[config.mk]
export PLATFORM = sky130hd
export DESIGN_NAME = serial_rx_flat
export DESIGN_NICKNAME = d
export VERILOG_FILES = /design/src/rtl/serial_defs.sv /design/src/rtl/serial_rx_if.sv /design/src/rtl/sync_2ff.sv /design/src/rtl/serial_rx.sv /design/src/flat_wrapper.sv
export SDC_FILE = /design/constraint.sdc
export NUM_CORES = 1
export LEC_CHECK = 0
export CELL_PAD_IN_SITES_DETAIL_PLACEMENT = 2
export CELL_PAD_IN_SITES_GLOBAL_PLACEMENT = 2
export CORE_MARGIN = 5
export CORE_UTILIZATION = 26
export CTS_BUF_LIST = sky130_fd_sc_hd__clkbuf_2
export DETAILED_ROUTE_END_ITERATION = 8
export PLACE_DENSITY = 0.59
export SLEW_MARGIN = 20
export SYNTH_ARGS = -nofsm -noshare
export SYNTH_HDL_FRONTEND = slang
export SYNTH_SLANG_ARGS = --single-unit
export TNS_END_PERCENT = 1
[constraint.sdc]
create_clock -name clk -period 4.6 [get_ports clk]
set_clock_uncertainty 0.05 [all_clocks]
set_input_delay 0.69 -clock clk [delete_from_list [all_inputs] [get_ports clk]]
set_output_delay 0.69 -clock clk [all_outputs]
set_load 0.02 [all_outputs]
[src/rtl/serial_defs.sv]
// Shared definitions for the serial receiver: FSM state encodings and the idle line level.
package serial_defs;

  typedef enum logic [2:0] {
    ST_IDLE  = 3'd0,
    ST_START = 3'd1,
    ST_DATA  = 3'd2,
    ST_STOP  = 3'd3,
    ST_BREAK = 3'd4
  } state_t;

  localparam logic LINE_IDLE = 1'b1;

endpackage

[src/rtl/serial_rx_if.sv]
// Parallel output port of the serial receiver: received word, valid/ready handshake, status pulses.
interface serial_rx_if #(
  parameter int DATA_BITS = 8
);

  logic [DATA_BITS-1:0] data_out;
  logic                 valid;
  logic                 ready;
  logic                 frame_err;
  logic                 overrun;

  modport master (
    output data_out,
    output valid,
    output frame_err,
    output overrun,
    input  ready
  );

  modport slave (
    input  data_out,
    input  valid,
    input  frame_err,
    input  overrun,
    output ready
  );

endinterface

[src/rtl/sync_2ff.sv]
// Two-flop synchroniser for a single asynchronous input with a selectable reset level.
module sync_2ff #(
  parameter logic RESET_VAL = 1'b1
) (
  input  logic clk,
  input  logic rst,
  input  logic d,
  output logic q
);

  logic [1:0] sync_reg;

  always_ff @(posedge clk or negedge rst) begin
    if (!rst) begin
      sync_reg <= {2{RESET_VAL}};
    end else begin
      sync_reg <= {sync_reg[0], d};
    end
  end

  assign q = sync_reg[1];

endmodule

[src/rtl/serial_rx.sv]
// Start/stop framed serial receiver: synchronise, sample mid-bit, deserialise LSB first,
// check the stop bit and hand the word out on a valid/ready port.
module serial_rx
  import serial_defs::*;
#(
  parameter int CLKS_PER_BIT = 16,
  parameter int DATA_BITS    = 8
) (
  input  logic        clk,
  input  logic        rst,
  input  logic        rx,
  serial_rx_if.master bus
);

  localparam int CW = $clog2(CLKS_PER_BIT);
  localparam int BW = $clog2(DATA_BITS);
  localparam logic [CW-1:0] HALF_M1  = CW'(CLKS_PER_BIT / 2 - 1);
  localparam logic [CW-1:0] FULL_M1  = CW'(CLKS_PER_BIT - 1);
  localparam logic [BW-1:0] LAST_IDX = BW'(DATA_BITS - 1);

  logic                 rx_s;
  state_t               state_reg, state_next;
  logic [CW-1:0]        cnt_reg, cnt_next;
  logic [BW-1:0]        bit_idx_reg, bit_idx_next;
  logic                 sample_bit;
  logic                 load_reg, load_next;
  logic                 err_reg, err_next;
  logic [DATA_BITS-1:0] bit_sel;
  logic [DATA_BITS-1:0] shift_reg;
  logic [DATA_BITS-1:0] data_reg;
  logic                 valid_reg, frame_err_reg, overrun_reg;

  sync_2ff #(.RESET_VAL(LINE_IDLE)) u_sync (
    .clk (clk),
    .rst (rst),
    .d   (rx),
    .q   (rx_s)
  );

  always_ff @(posedge clk or negedge rst) begin
    if (!rst) begin
      state_reg   <= ST_IDLE;
      cnt_reg     <= '0;
      bit_idx_reg <= '0;
      load_reg    <= 1'b0;
      err_reg     <= 1'b0;
    end else begin
      state_reg   <= state_next;
      cnt_reg     <= cnt_next;
      bit_idx_reg <= bit_idx_next;
      load_reg    <= load_next;
      err_reg     <= err_next;
    end
  end

  always_comb begin
    state_next   = state_reg;
    cnt_next     = cnt_reg;
    bit_idx_next = bit_idx_reg;
    sample_bit   = 1'b0;
    load_next    = 1'b0;
    err_next     = 1'b0;
    case (state_reg)
      ST_IDLE: begin
        cnt_next     = '0;
        bit_idx_next = '0;
        if (rx_s != LINE_IDLE) state_next = ST_START;
      end
      ST_START: begin
        if (cnt_reg == HALF_M1) begin
          cnt_next     = '0;
          bit_idx_next = '0;
          state_next   = (rx_s == LINE_IDLE) ? ST_IDLE : ST_DATA;
        end else begin
          cnt_next = cnt_reg + 1'b1;
        end
      end
      ST_DATA: begin
        if (cnt_reg == FULL_M1) begin
          cnt_next   = '0;
          sample_bit = 1'b1;
          if (bit_idx_reg == LAST_IDX) state_next = ST_STOP;
          else bit_idx_next = bit_idx_reg + 1'b1;
        end else begin
          cnt_next = cnt_reg + 1'b1;
        end
      end
      ST_STOP: begin
        if (cnt_reg == FULL_M1) begin
          cnt_next = '0;
          if (rx_s == LINE_IDLE) begin
            load_next  = 1'b1;
            state_next = ST_IDLE;
          end else begin
            err_next   = 1'b1;
            state_next = ST_BREAK;
          end
        end else begin
          cnt_next = cnt_reg + 1'b1;
        end
      end
      ST_BREAK: begin
        // A stuck-low line must return high before another start bit is recognised.
        cnt_next = '0;
        if (rx_s == LINE_IDLE) state_next = ST_IDLE;
      end
      default: begin
        state_next = ST_IDLE;
        cnt_next   = '0;
      end
    endcase
  end

  for (genvar gi = 0; gi < DATA_BITS; gi++) begin : g_bit_sel
    assign bit_sel[gi] = sample_bit && (bit_idx_reg == BW'(gi));
  end

  always_ff @(posedge clk or negedge rst) begin
    if (!rst) begin
      shift_reg <= '0;
    end else begin
      shift_reg <= (shift_reg & ~bit_sel) | (bit_sel & {DATA_BITS{rx_s}});
    end
  end

  // The stop-bit verdict is registered once before it reaches the output register.
  always_ff @(posedge clk or negedge rst) begin
    if (!rst) begin
      data_reg      <= '0;
      valid_reg     <= 1'b0;
      frame_err_reg <= 1'b0;
      overrun_reg   <= 1'b0;
    end else begin
      frame_err_reg <= err_reg;
      overrun_reg   <= load_reg && valid_reg && !bus.ready;
      if (load_reg) begin
        data_reg  <= shift_reg;
        valid_reg <= 1'b1;
      end else if (valid_reg && bus.ready) begin
        valid_reg <= 1'b0;
      end
    end
  end

  assign bus.data_out  = data_reg;
  assign bus.valid     = valid_reg;
  assign bus.frame_err = frame_err_reg;
  assign bus.overrun   = overrun_reg;

endmodule

[src/flat_wrapper.sv]
// flat-port wrapper written by rule: the top's interface ports become plain ports
module serial_rx_flat import serial_defs::*;
#(
  parameter int CLKS_PER_BIT = 16,
  parameter int DATA_BITS    = 8
)
  (clk, rst, rx, bus_data_out, bus_valid, bus_frame_err, bus_overrun, bus_ready);
  serial_rx_if #(.DATA_BITS(DATA_BITS)) bus_i ();
  input  logic clk;
  input  logic rst;
  input  logic rx;
  output wire logic [$bits(bus_i.data_out)-1:0] bus_data_out;
  output wire logic [$bits(bus_i.valid)-1:0] bus_valid;
  output wire logic [$bits(bus_i.frame_err)-1:0] bus_frame_err;
  output wire logic [$bits(bus_i.overrun)-1:0] bus_overrun;
  input wire logic [$bits(bus_i.ready)-1:0] bus_ready;
  assign bus_data_out = bus_i.data_out;
  assign bus_valid = bus_i.valid;
  assign bus_frame_err = bus_i.frame_err;
  assign bus_overrun = bus_i.overrun;
  assign bus_i.ready = bus_ready;
  serial_rx #(.CLKS_PER_BIT(CLKS_PER_BIT), .DATA_BITS(DATA_BITS)) u_core (.clk(clk), .rst(rst), .rx(rx), .bus(bus_i));
endmodule
Yosys cells after proc, flatten, opt, wreduce, memory -nomap -nowiden
Index checks and enable logic that the tools add are counted.
{ "op_classes": {"add_sub_neg": 2, "n_mul": 0, "n_div": 0, "n_lt_le_gt_ge": 0, "n_eq_ne": 20, "shifts": 0, "muxes": 26, "bitwise_logic": 4, "reduce_logical": 19} }
{ "op_table": {"columns": ["op", "count"], "rows": [
  ["$mux 3", 10],
  ["$and 8x8->8", 2],
  ["$eq 3x3->1 const B", 5],
  ["$pmux 3 s5", 1],
  ["$eq 3x2->1 const B", 4],
  ["$logic_and 1x1->1", 11],
  ["$mux 1", 10],
  ["$pmux 3 s3", 1],
  ["$mux 4", 2],
  ["$ne 2x1->1 const B", 4],
  ["$not 8->8", 1],
  ["$or 8x8->8", 1],
  ["$pmux 4 s2", 1],
  ["$eq 3x1->1 const B", 2],
  ["$logic_not 3->1", 2],
  ["$ne 2x2->1 const B", 3],
  ["$reduce_and 6->1", 1],
  ["$add 4x1->4 const B", 1],
  ["$eq 4x3->1 const B", 1],
  ["$eq 4x4->1 const B", 1],
  ["$reduce_and 4->1", 1],
  ["$add 3x1->3 const B", 1],
  ["$reduce_bool 3->1", 1],
  ["$mux 2", 1],
  ["other kinds (3)", 3]
]} }
{ "word_totals": {"ff_bits": 33, "latch_bits": 0, "mem_bits_rw": 0, "romBits": 0, "inputBits": 4, "output_inout_bits": 11, "n_memories": 0} }

Depth between registers and ports, before layout
Gate-level depths: netlist (run 1).
{ "depth": {"depth_word": 7, "depth_mapped": 5} }

By module
Synthesis (run 1) repeated with hierarchy kept, for this count alone.
{ "hier_totals": {"hier_cells": 120, "hier_area_um2": 1497.7} }
{ "by_module_without_submodules": {"columns": ["mod", "n_inst", "cells_each", "area_each_um2"], "rows": [
  ["serial_rx", 1, 118, 1445.1],
  ["sync_2ff", 1, 2, 52.6]
]} }

Worst setup path after synthesis (run 1)
OpenSTA, ideal clock, no wires.
{ "synth_path": {"path_kind": "reg2reg", "start": "register u_core.bit_idx_reg[0]", "end": "register u_core.bit_idx_reg[2]", "arrival_ps": 1503, "path_slack_ps": 2899, "path_stages_with_launch": 6, "n_path_buf": 0, "period_less_slack_ps": 1701, "path_cell_list": "dfrtp_1 ha_1 ha_1 o21a_1 a311oi_1 o221ai_1"} }
{ "synth_via": {"elab_chain_cells": 4} }
{ "synth_rtl": {"columns": ["element", "line", "source"], "rows": [
  ["from (decl)", "serial_rx.sv:24", "logic [BW-1:0] bit_idx_reg, bit_idx_next;"],
  ["from (signal assigned)", "serial_rx.sv:50", "bit_idx_reg <= bit_idx_next;"],
  ["$add 3x1->3", "serial_rx.sv:83", "else bit_idx_next = bit_idx_reg + 1'b1;"],
  ["$mux 3", "serial_rx.sv:82", "if (bit_idx_reg == LAST_IDX) state_next = ST_STOP;"],
  ["$mux 3", "serial_rx.sv:79", "if (cnt_reg == FULL_M1) begin"],
  ["$pmux 3 s3", "serial_rx.sv:63", "case (state_reg)"]
]} }
Parallel ways exist; a longest one is shown, timed or not. The select of a mux whose other input is x is not followed.
A chain may end at the register's enable or synchronous reset.

Final worst setup path (run 1)
{ "layout_path": {"start": "register u_core.valid_reg, in the netlist u_core.bus.valid", "end": "output port bus_valid"} }
{ "layout_rtl": {"columns": ["element", "line", "source"], "rows": [
  ["from (decl)", "serial_rx.sv:31", "logic valid_reg, frame_err_reg, overrun_reg;"],
  ["from (signal assigned)", "serial_rx.sv:130", "valid_reg <= 1'b0;"],
  ["from (signal assigned)", "serial_rx.sv:138", "valid_reg <= 1'b1;"],
  ["from (signal assigned)", "serial_rx.sv:140", "valid_reg <= 1'b0;"],
  ["to (decl)", "flat_wrapper.sv:13", "output wire logic [$bits(bus_i.valid)-1:0] bus_valid;"]
]} }
No word-level cell between the ends.

==> results of run 1 <==
## report_power, final
part / leakage (nW) / internal (mW) / switching (mW)
Sequential: 0.440 / 0.321 / 0.0457
Combinational: 0.321 / 0.0664 / 0.0821
Clock: 0.0278 / 0.0333 / 0.0948
## cell type report
cell class                 count  area share
timing repair buffer          15     0.08526
multi-input combinational     74      0.3475
clock buffer                   5     0.01445
sequential                    33      0.4783
clock inverter                 3    0.007225
tap                           72     0.05202
inverter                       7     0.01517
## cell usage after synthesis
| cell type | n |
|---|---|
| dfstp_2 | 2 |
| clkbuf_1 | 2 |
| nor2b_1 | 1 |
| nand3_1 | 4 |
| a21o_1 | 1 |
| a31o_2 | 1 |
| nand3b_1 | 1 |
| nor2_1 | 5 |
| or2_2 | 1 |
| a311oi_1 | 2 |
| ha_1 | 7 |
| and2_1 | 1 |
| nand4_1 | 10 |
| buf_6 | 3 |
| buf_2 | 3 |
| a221oi_2 | 1 |
| nor3_1 | 3 |
| dfrtp_1 | 31 |
| o21a_1 | 1 |
| o21ai_0 | 1 |
| inv_1 | 7 |
| and2_0 | 1 |
| mux2_2 | 10 |
| and4b_1 | 1 |
| nor4b_1 | 2 |
| nand2_1 | 4 |
| and3_1 | 1 |
| and4bb_2 | 1 |
| a21oi_1 | 2 |
| xnor2_1 | 2 |
| mux2_1 | 6 |
| xor2_1 | 1 |
| o221ai_1 | 3 |
## worst max-delay path by stage
stage | to | slack (ps) | cells after the start
finish | bus_valid | 2500 | 1
floorplan | u_core.bit_idx_reg[2] | 2900 | 5
global route | bus_data_out[3] | 2410 | 1
CTS | bus_data_out[3] | 2450 | 1
global placement | u_core.bit_idx_reg[2] | 2680 | 5
detailed placement | u_core.bit_idx_reg[2] | 2660 | 5
## layer usage
layer	global-route usage	share of wire
met5	0	0
met4	0.04249	0.016
met2	0.1584	0.51
met3	0.03137	0.052
met1	0.1014	0.42
## through the flow
stage / setup WS (ps) / utilization / instances / instance area (um2) / hold WS, ps
floorplan: 2899 / - / 122 / 1513 / 281.2
global placement: 2679 / 0.3039 / 201 / 1694 / 286.6
detailed placement: 2657 / 0.3039 / 201 / 1694 / 286.2
CTS: 2447 / 0.3107 / 209 / 1732 / 325.6
global route: 2407 / 0.3107 / 209 / 1732 / 331.1
finish: 2503 / 0.3107 / 209 / 1732 / 320.1
## kinds of logic after synthesis
kind of cell / count (synthesis)
muxes: 16
AOI/OAI and AO/OA: 12
buffers and inverters: 15
and+or+nand+nor: 36
xor gates and xnor gates: 3
DFF: 33
adders and majority gates: 7
## layout by cell type (no fill, tap or decap), types with 3 or more instances in the layout
master | Yosys | final
ha_1 | 7 | 7
nor3_1 | 3 | 3
inv_1 | 7 | 7
o221ai_1 | 3 | 3
dfrtp_1 | 31 | 31
clkdlybuf4s50_1 | 0 | 14
nor2_1 | 5 | 5
mux2_2 | 10 | 10
nand3_1 | 4 | 4
clkbuf_2 | 0 | 5
nand4_1 | 10 | 10
mux2_1 | 6 | 6
nand2_1 | 4 | 4
==> results_dict.tcl, run 1 <==
set metrics [dict create \
    yosys.area.top_type "dfrtp_1" \
    tns_ps 0 \
    drc 0 \
    rr_worst_depth 5 \
    core_mm2 0.005574 \
    crit_path_start_kind "flop" \
    final-seq-area_um2 828.3 \
    holdBufCountCts 0 \
    multiInputGateArea_um2 601.8 \
    syn_to_final_growth_pct 14.47 \
    r2r_end "u_core.bit_idx_reg[2]" \
    vdd_drop_max_mv 0.1796 \
    p_leak_nw 0.7889 \
    yosys.area_share.simple 0.1390 \
    htreeDepth 2 \
    synth_xor_xnor_area_share 0.01737 \
    drv_cap 0 \
    cp_top_family "buffers and inverters" \
    syn_area_mm2 0.001513 \
    ff2ff_setup_slack_ps 2670 \
    gp_congestion 0.7594 \
    synth-adder-area-share 0.05790 \
    yosys_warnings 0 \
    slew_headroom 0.5490 \
    grt_max_degree 34 \
    r2r-start "u_core.bit_idx_reg[0]" \
    grt_use_total 0.09174 \
    cts_buffer_depth 2 \
    dpl.hpwl_um 2251 \
    required_ps 3860 \
    nets 147 \
    synth_nets 133 \
    syn_inst 122 \
    die_height_um 86.28 \
    layout_min_cycle_time_ps 2097 \
    finalMaxSlewViolations 0 \
    cts_resized 0 \
    fp.dieW_um 86.28 \
    dieArea_mm2 0.007443 \
    cts_setup_buffers 0 \
    clock_latency_ps 360 \
    crit_start "u_core.bus.valid" \
    slowest_delay_ps 620 \
    synthMuxAreaShare 0.1191 \
    ys_seq_area_frac 0.5476 \
    synth_seq_cells 33 \
    crit_slowest_cell "clkdlybuf4s50_1" \
    drive_above_1_share 0.1679 \
    cp_num_buf_inv 1 \
    antenna_found_initial 0 \
    grt_pass1_vias 1112 \
    cts_buffers 5 \
    path_clk_slew_ps 160 \
    post-route-period-util 0.4558 \
    p_per_area_mw_per_mm2 371.5 \
    final-setup-viol-count 0 \
    min_to "u_core.bus.frame_err" \
    status "completed" \
    synth_top_family_by_area "simple AND/OR/NAND/NOR gates" \
    worstHoldPathCells 0 \
    wl_um 3057 \
    crit_type "flop to output port" \
    root_buffer "clkbuf_2" \
    viasPerCell 4.670 \
    fillers 621 \
    endpoint_kind "output port" \
    overflow 0 \
    vias 976 \
    portBuffers 14 \
    ant_nets 0 \
    max_freq_mhz 476.9 \
    cts_tree "built" \
    synth_compound_area_frac 0.06452 \
    antenna_cells 0 \
    wire_per_inst_um 14.63 \
    tightestPinTransition_ps 675.1 \
    netlist.area_leader.share 0.5128 \
    finalPower_mw 0.6433 \
    path_max_fanout 3 \
    hold_viol 0 \
    crit_chain "clkdlybuf4s50_1" \
    syn_area_per_cell_um2 12.40 \
    clock_sinks 33 \
    rsz0062_at_grt "false" \
    yosys.cell_types.count 33 \
    io_pins 15 \
    grt_pass1_wl_um 5285 \
    start_util 0.2714 \
    min_from "u_core.err_reg" \
    synth_area_leaders "dfrtp_1 51%, mux2_2 7.4%, ha_1 5.8%" \
    rows 27 \
    drt_iter0_drc 14 \
    dr.pass1.iters 3 \
    worstHoldPathType "flop to flop" \
    crit_arrival_ps 1360 \
]
(Power assumes the default switching activity.)
==> run 2: changes to the inputs <==
==> constraint.sdc (replaced) <==
create_clock -name clk -period 2.2 [get_ports clk]
set_clock_uncertainty 0.05 [all_clocks]
set_input_delay 0.33 -clock clk [delete_from_list [all_inputs] [get_ports clk]]
set_output_delay 0.33 -clock clk [all_outputs]
set_load 0.02 [all_outputs]
==> run 2 against run 1 <==
Register-to-register slack lost 2400 ps. Wire length grew 5.9%. Final area grew 2.8%. Worst setup slack lost 2200 ps.
==> results_dict.tcl, run 2 (synthesis results as in run 1) <==
set metrics [dict create \
    post-route-period-util 0.8627 \
    final-setup-viol-count 0 \
    multiInputGateArea_um2 601.8 \
    endpoint_kind "flop" \
    tightestPinTransition_ps 425.5 \
    crit_arrival_ps 2100 \
    cts_buffer_depth 2 \
    core_mm2 0.005574 \
    path_max_fanout 5 \
    holdBufCountCts 0 \
    slew_headroom 0.7144 \
    viasPerCell 4.698 \
    crit_path_start_kind "flop" \
    cts_buffers 5 \
    r2r-start "u_core.bit_idx_reg[0]" \
    drc 0 \
    ff2ff_setup_slack_ps 300 \
    antenna_found_initial 0 \
    p_leak_nw 0.8163 \
    fillers 611 \
    antenna_cells 0 \
    rr_worst_depth 5 \
    timing.hold.ws_ps 300.7 \
    vdd_drop_max_mv 0.3316 \
    status "completed" \
    required_ps 2400 \
    grt_use_total 0.09797 \
    wl_um 3237 \
    grt_pass1_vias 1169 \
    portBuffers 14 \
    grt_pass1_wl_um 5727 \
    dieArea_mm2 0.007443 \
    path_clk_slew_ps 180 \
    clock_sinks 33 \
    cts_setup_buffers 0 \
    finalMaxSlewViolations 0 \
    tns_ps 0 \
    drv_cap 0 \
    cts_resized 0 \
    gp_congestion 0.8313 \
    drive_above_1_share 0.1929 \
    htreeDepth 2 \
    clock_latency_ps 360 \
    die_height_um 86.28 \
    vias 996 \
    grt_max_degree 34 \
    dpl.hpwl_um 2398 \
    nets 150 \
    io_pins 15 \
    ant_nets 0 \
    r2r_end "u_core.bit_idx_reg[2]" \
    rsz0062_at_grt "false" \
    drt_iter0_drc 19 \
    start_util 0.2714 \
    crit_type "flop to flop" \
    layout_commonest_cell "dfrtp_1" \
    max_freq_mhz 526.9 \
    p_per_area_mw_per_mm2 845.3 \
    wire_per_inst_um 15.27 \
    layout_min_cycle_time_ps 1898 \
    root_buffer "clkbuf_2" \
    worstHoldPathType "primary input to asynchronous set/reset pin" \
    dr.pass1.iters 3 \
    cts_tree "built" \
    layout_common_cells "31 x dfrtp_1, 14 x clkdlybuf4s50_1, 10 x mux2_2, 10 x nand4_1" \
    final-seq-area_um2 828.3 \
    rows 27 \
    hold_viol 0 \
    fp.dieW_um 86.28 \
    syn_to_final_growth_pct 17.70 \
    overflow 0 \
]
## run 2: final cells by class
cell class                      instances  share of cell area
Inverter                                7             0.01476
Clock inverter                          2             0.01897
Clock buffer                            6             0.01687
Sequential cell                        33              0.4652
Timing Repair Buffer                   18             0.09557
Tap cell                               72             0.05060
Multi-Input combinational cell         74              0.3380
## run 2: through the flow
stage	util	worst slack [ps]	instance area, um2	cells	power, mW
3_5_place_dp	0.3080	291.8	1717	204	1.130
2_1_floorplan	-	498.7	1513	122	1.019
3_3_place_gp	0.3080	381.3	1717	204	1.107
5_1_grt	0.3194	139.5	1780	212	1.612
4_1_cts	0.3194	270.5	1780	212	1.537
6_report	0.3194	302.0	1780	212	1.505
## run 2: where the power goes
part           internal (mW)  leakage, nW  total [mW]  switching [mW]
logic                  0.161        0.335       0.378           0.218
clock network          0.194       0.0406       0.396           0.202
registers              0.672        0.440       0.730          0.0587
total                   1.03        0.816        1.50           0.478
## run 2: critical path, cell delays in order (launching register included)
cell	delay, ps
dfrtp_1	460
ha_1	240
ha_1	240
o21a_1	200
a311oi_1	400
o221ai_1	190
## run 2: worst max path at each step
| stage | cells past startpoint | to | slack (ps) | startpoint |
|---|---|---|---|---|
| after floorplan | 5 | u_core.bit_idx_reg[2] | 500 | u_core.bit_idx_reg[0] |
| after global placement | 5 | u_core.bit_idx_reg[2] | 380 | u_core.bit_idx_reg[0] |
| after detailed placement | 5 | u_core.bit_idx_reg[2] | 290 | u_core.bit_idx_reg[0] |
| after CTS | 5 | u_core.bit_idx_reg[2] | 270 | u_core.bit_idx_reg[0] |
| after global routing | 5 | u_core.bit_idx_reg[2] | 140 | u_core.bit_idx_reg[0] |
| final | 5 | u_core.bit_idx_reg[2] | 300 | u_core.bit_idx_reg[0] |
## run 2: routing by layer
layer / share of wire / up-vias / global-route usage
met5: 0 / - / 0
met4: 0.010 / 0 / 0.02975
met3: 0.046 / 5 / 0.03137
met2: 0.51 / 15 / 0.1696
met1: 0.43 / 506 / 0.1156
li1: - / 470 / -
==> run 3: changes to the inputs <==
--- a/config.mk
+++ b/config.mk
@@ -11,7 +11,7 @@
 export CORE_UTILIZATION = 26
 export CTS_BUF_LIST = sky130_fd_sc_hd__clkbuf_2
 export DETAILED_ROUTE_END_ITERATION = 8
-export PLACE_DENSITY = 0.59
+export PLACE_DENSITY = 0.61
 export SLEW_MARGIN = 20
 export SYNTH_ARGS = -nofsm -noshare
 export SYNTH_HDL_FRONTEND = slang
==> constraint.sdc (replaced) <==
create_clock -name clk -period 1.6 [get_ports clk]
set_clock_uncertainty 0.05 [all_clocks]
set_input_delay 0.24 -clock clk [delete_from_list [all_inputs] [get_ports clk]]
set_output_delay 0.24 -clock clk [all_outputs]
set_load 0.02 [all_outputs]
==> run 3 against run 2 <==
Worst setup slack got worse by 280 ps. Non-clock buffer count up 10. Flip-flop and latch count unchanged. Final cell count increased by 5.2%. Register-to-register slack worse by 280 ps. Total power up 41%. Clock-buffer cell count grew 1. First-iteration DRC count down 11%. Wire length increased by 11%. Die area unchanged.
==> results_dict.tcl, run 3 (synthesis results as in run 1) <==
set metrics [dict create \
    crit_type "flop to flop" \
    gp_congestion 0.7394 \
    cts_buffer_depth 2 \
    holdBufCountCts 0 \
    dr_wl_met3_um 138 \
    grt_pass1_vias 1226 \
    viasPerCell 4.848 \
    post-route-period-util 0.9885 \
    crit_arrival_ps 1790 \
    status "completed" \
    finalMaxSlewViolations 0 \
    cts_tree "built" \
    rows 27 \
    crit_start "u_core.bit_idx_reg[1]" \
    pre_cts_slack_ps -77.15 \
    grt_max_degree 34 \
    drt-met1-wl_um 1486 \
    wire_per_inst_um 16.07 \
    required_ps 1810 \
    drv_cap 0 \
    wl_met2_um 1890 \
    timing.hold.ws_ps 146.7 \
    p_leak_nw 0.9197 \
    endpoint_kind "flop" \
    cts_setup_buffers 0 \
    vias 1081 \
    rsz0062_at_grt "true" \
    ant_nets 0 \
    layout_min_cycle_time_ps 1582 \
    start_util 0.2714 \
    io_pins 15 \
    dpl.hpwl_um 2475 \
    overflow 0 \
    worst_slack_ps 18.36 \
    path_max_fanout 3 \
    place_inst 214 \
    layoutNonFillerInstCount 223 \
    p_per_area_mw_per_mm2 1128 \
    dieArea_mm2 0.007443 \
    root_buffer "clkbuf_2" \
    slew_headroom 0.7306 \
    grt_use_total 0.1032 \
    wl_um 3584 \
    drive_above_1_share 0.2914 \
    core_mm2 0.005574 \
    tightestPinTransition_ps 404.2 \
    nets 161 \
    layout_common_cells "31 x dfrtp_1, 13 x buf_4, 11 x dlygate4sd2_1, 10 x mux2_2, 10 x nand4_1" \
    layout_commonest_cell "dfrtp_1" \
    crit_path_start_kind "flop" \
    antenna_cells 0 \
    die_height_um 86.28 \
    antenna_found_initial 0 \
    dr.pass1.iters 2 \
    portBuffers 14 \
    vdd_drop_max_mv 0.5688 \
    max_freq_mhz 632.3 \
    finalPower_mw 2.120 \
    htreeDepth 2 \
    r2r-start "u_core.bit_idx_reg[1]" \
    drt_iter0_drc 17 \
    grt_pass1_wl_um 5975 \
    clock_latency_ps 380 \
    fp.dieW_um 86.28 \
    hold_viol 0 \
    path_clk_slew_ps 170 \
    drc 0 \
    syn_to_final_growth_pct 24.23 \
    clock_sinks 33 \
    cts_buffers 5 \
    final-setup-viol-count 0 \
    worstHoldPathType "primary input to asynchronous set/reset pin" \
    routed.top_layer "met4" \
]
[run 3: cell count changes in the layout (fill, tap and decap cells not counted), sizes merged]
cell           delta
dlygate4sd2      +11
and4b             +1
bufinv            -1
clkbuf            +1
buf              +10
clkdlybuf4s50    -11
[run 3: stage by stage]
step,instance area [um2],util,setup TNS [ps]
global route,1879,0.3371,-136.6
global placement,1810,0.3248,-77.74
finish,1879,0.3371,0
detailed placement,1810,0.3248,-347.9
floorplan,1519,-,0
CTS,1842,0.3304,-11.04
[run 3: cell type report]
| cell class | instances | area [um2] |
|---|---|---|
| fillers | 613 | 3695 |
| flip-flops and latches | 33 | 828.3 |
| multi-input cells | 75 | 651.9 |
| repair buffers | 28 | 244.0 |
| well taps | 72 | 90.09 |
| clock buffers | 7 | 35.03 |
| inverters | 7 | 26.28 |
| clock inverters | 1 | 3.754 |
[run 3: layer usage]
metal / global-route usage / vias to the layer above
met1: 0.1151 / 559
met4: 0.04249 / 0
met2: 0.1836 / 19
met5: 0 / -
met3: 0.02947 / 9
li1: - / 494
[run 3: report_power, final]
| group | total, mW | switching (mW) | internal (mW) |
|---|---|---|---|
| clock network | 0.399 | 0.283 | 0.117 |
| registers | 1.03 | 0.104 | 0.924 |
| logic | 0.693 | 0.359 | 0.334 |
[run 3: timing repair]
item	CTS	global route
setup endpoints to repair	21	12
resized for setup	15	5
endpoints found under the hold margin	0	0
pin swaps	3	2
cloned	0	1
[run 3: final timing paths]
path / end / slack (ps) / cells past startpoint
min: u_core.bus.overrun / 150 / 2
max: u_core.bit_idx_reg[0] / 20 / 5
min in group clk: u_core.u_sync.sync_reg[0] / 190 / 1
min reg2reg: u_core.bus.frame_err / 320 / 0
max reg2reg: u_core.bit_idx_reg[0] / 20 / 5
max in group asynchronous: u_core.u_sync.sync_reg[0] / 1090 / 2
[run 3: critical path: stages (launching register included)]
cell	delay, ps
dfrtp_1	420
ha_2	220
ha_4	160
o21a_1	190
a311oi_2	280
o221ai_1	160
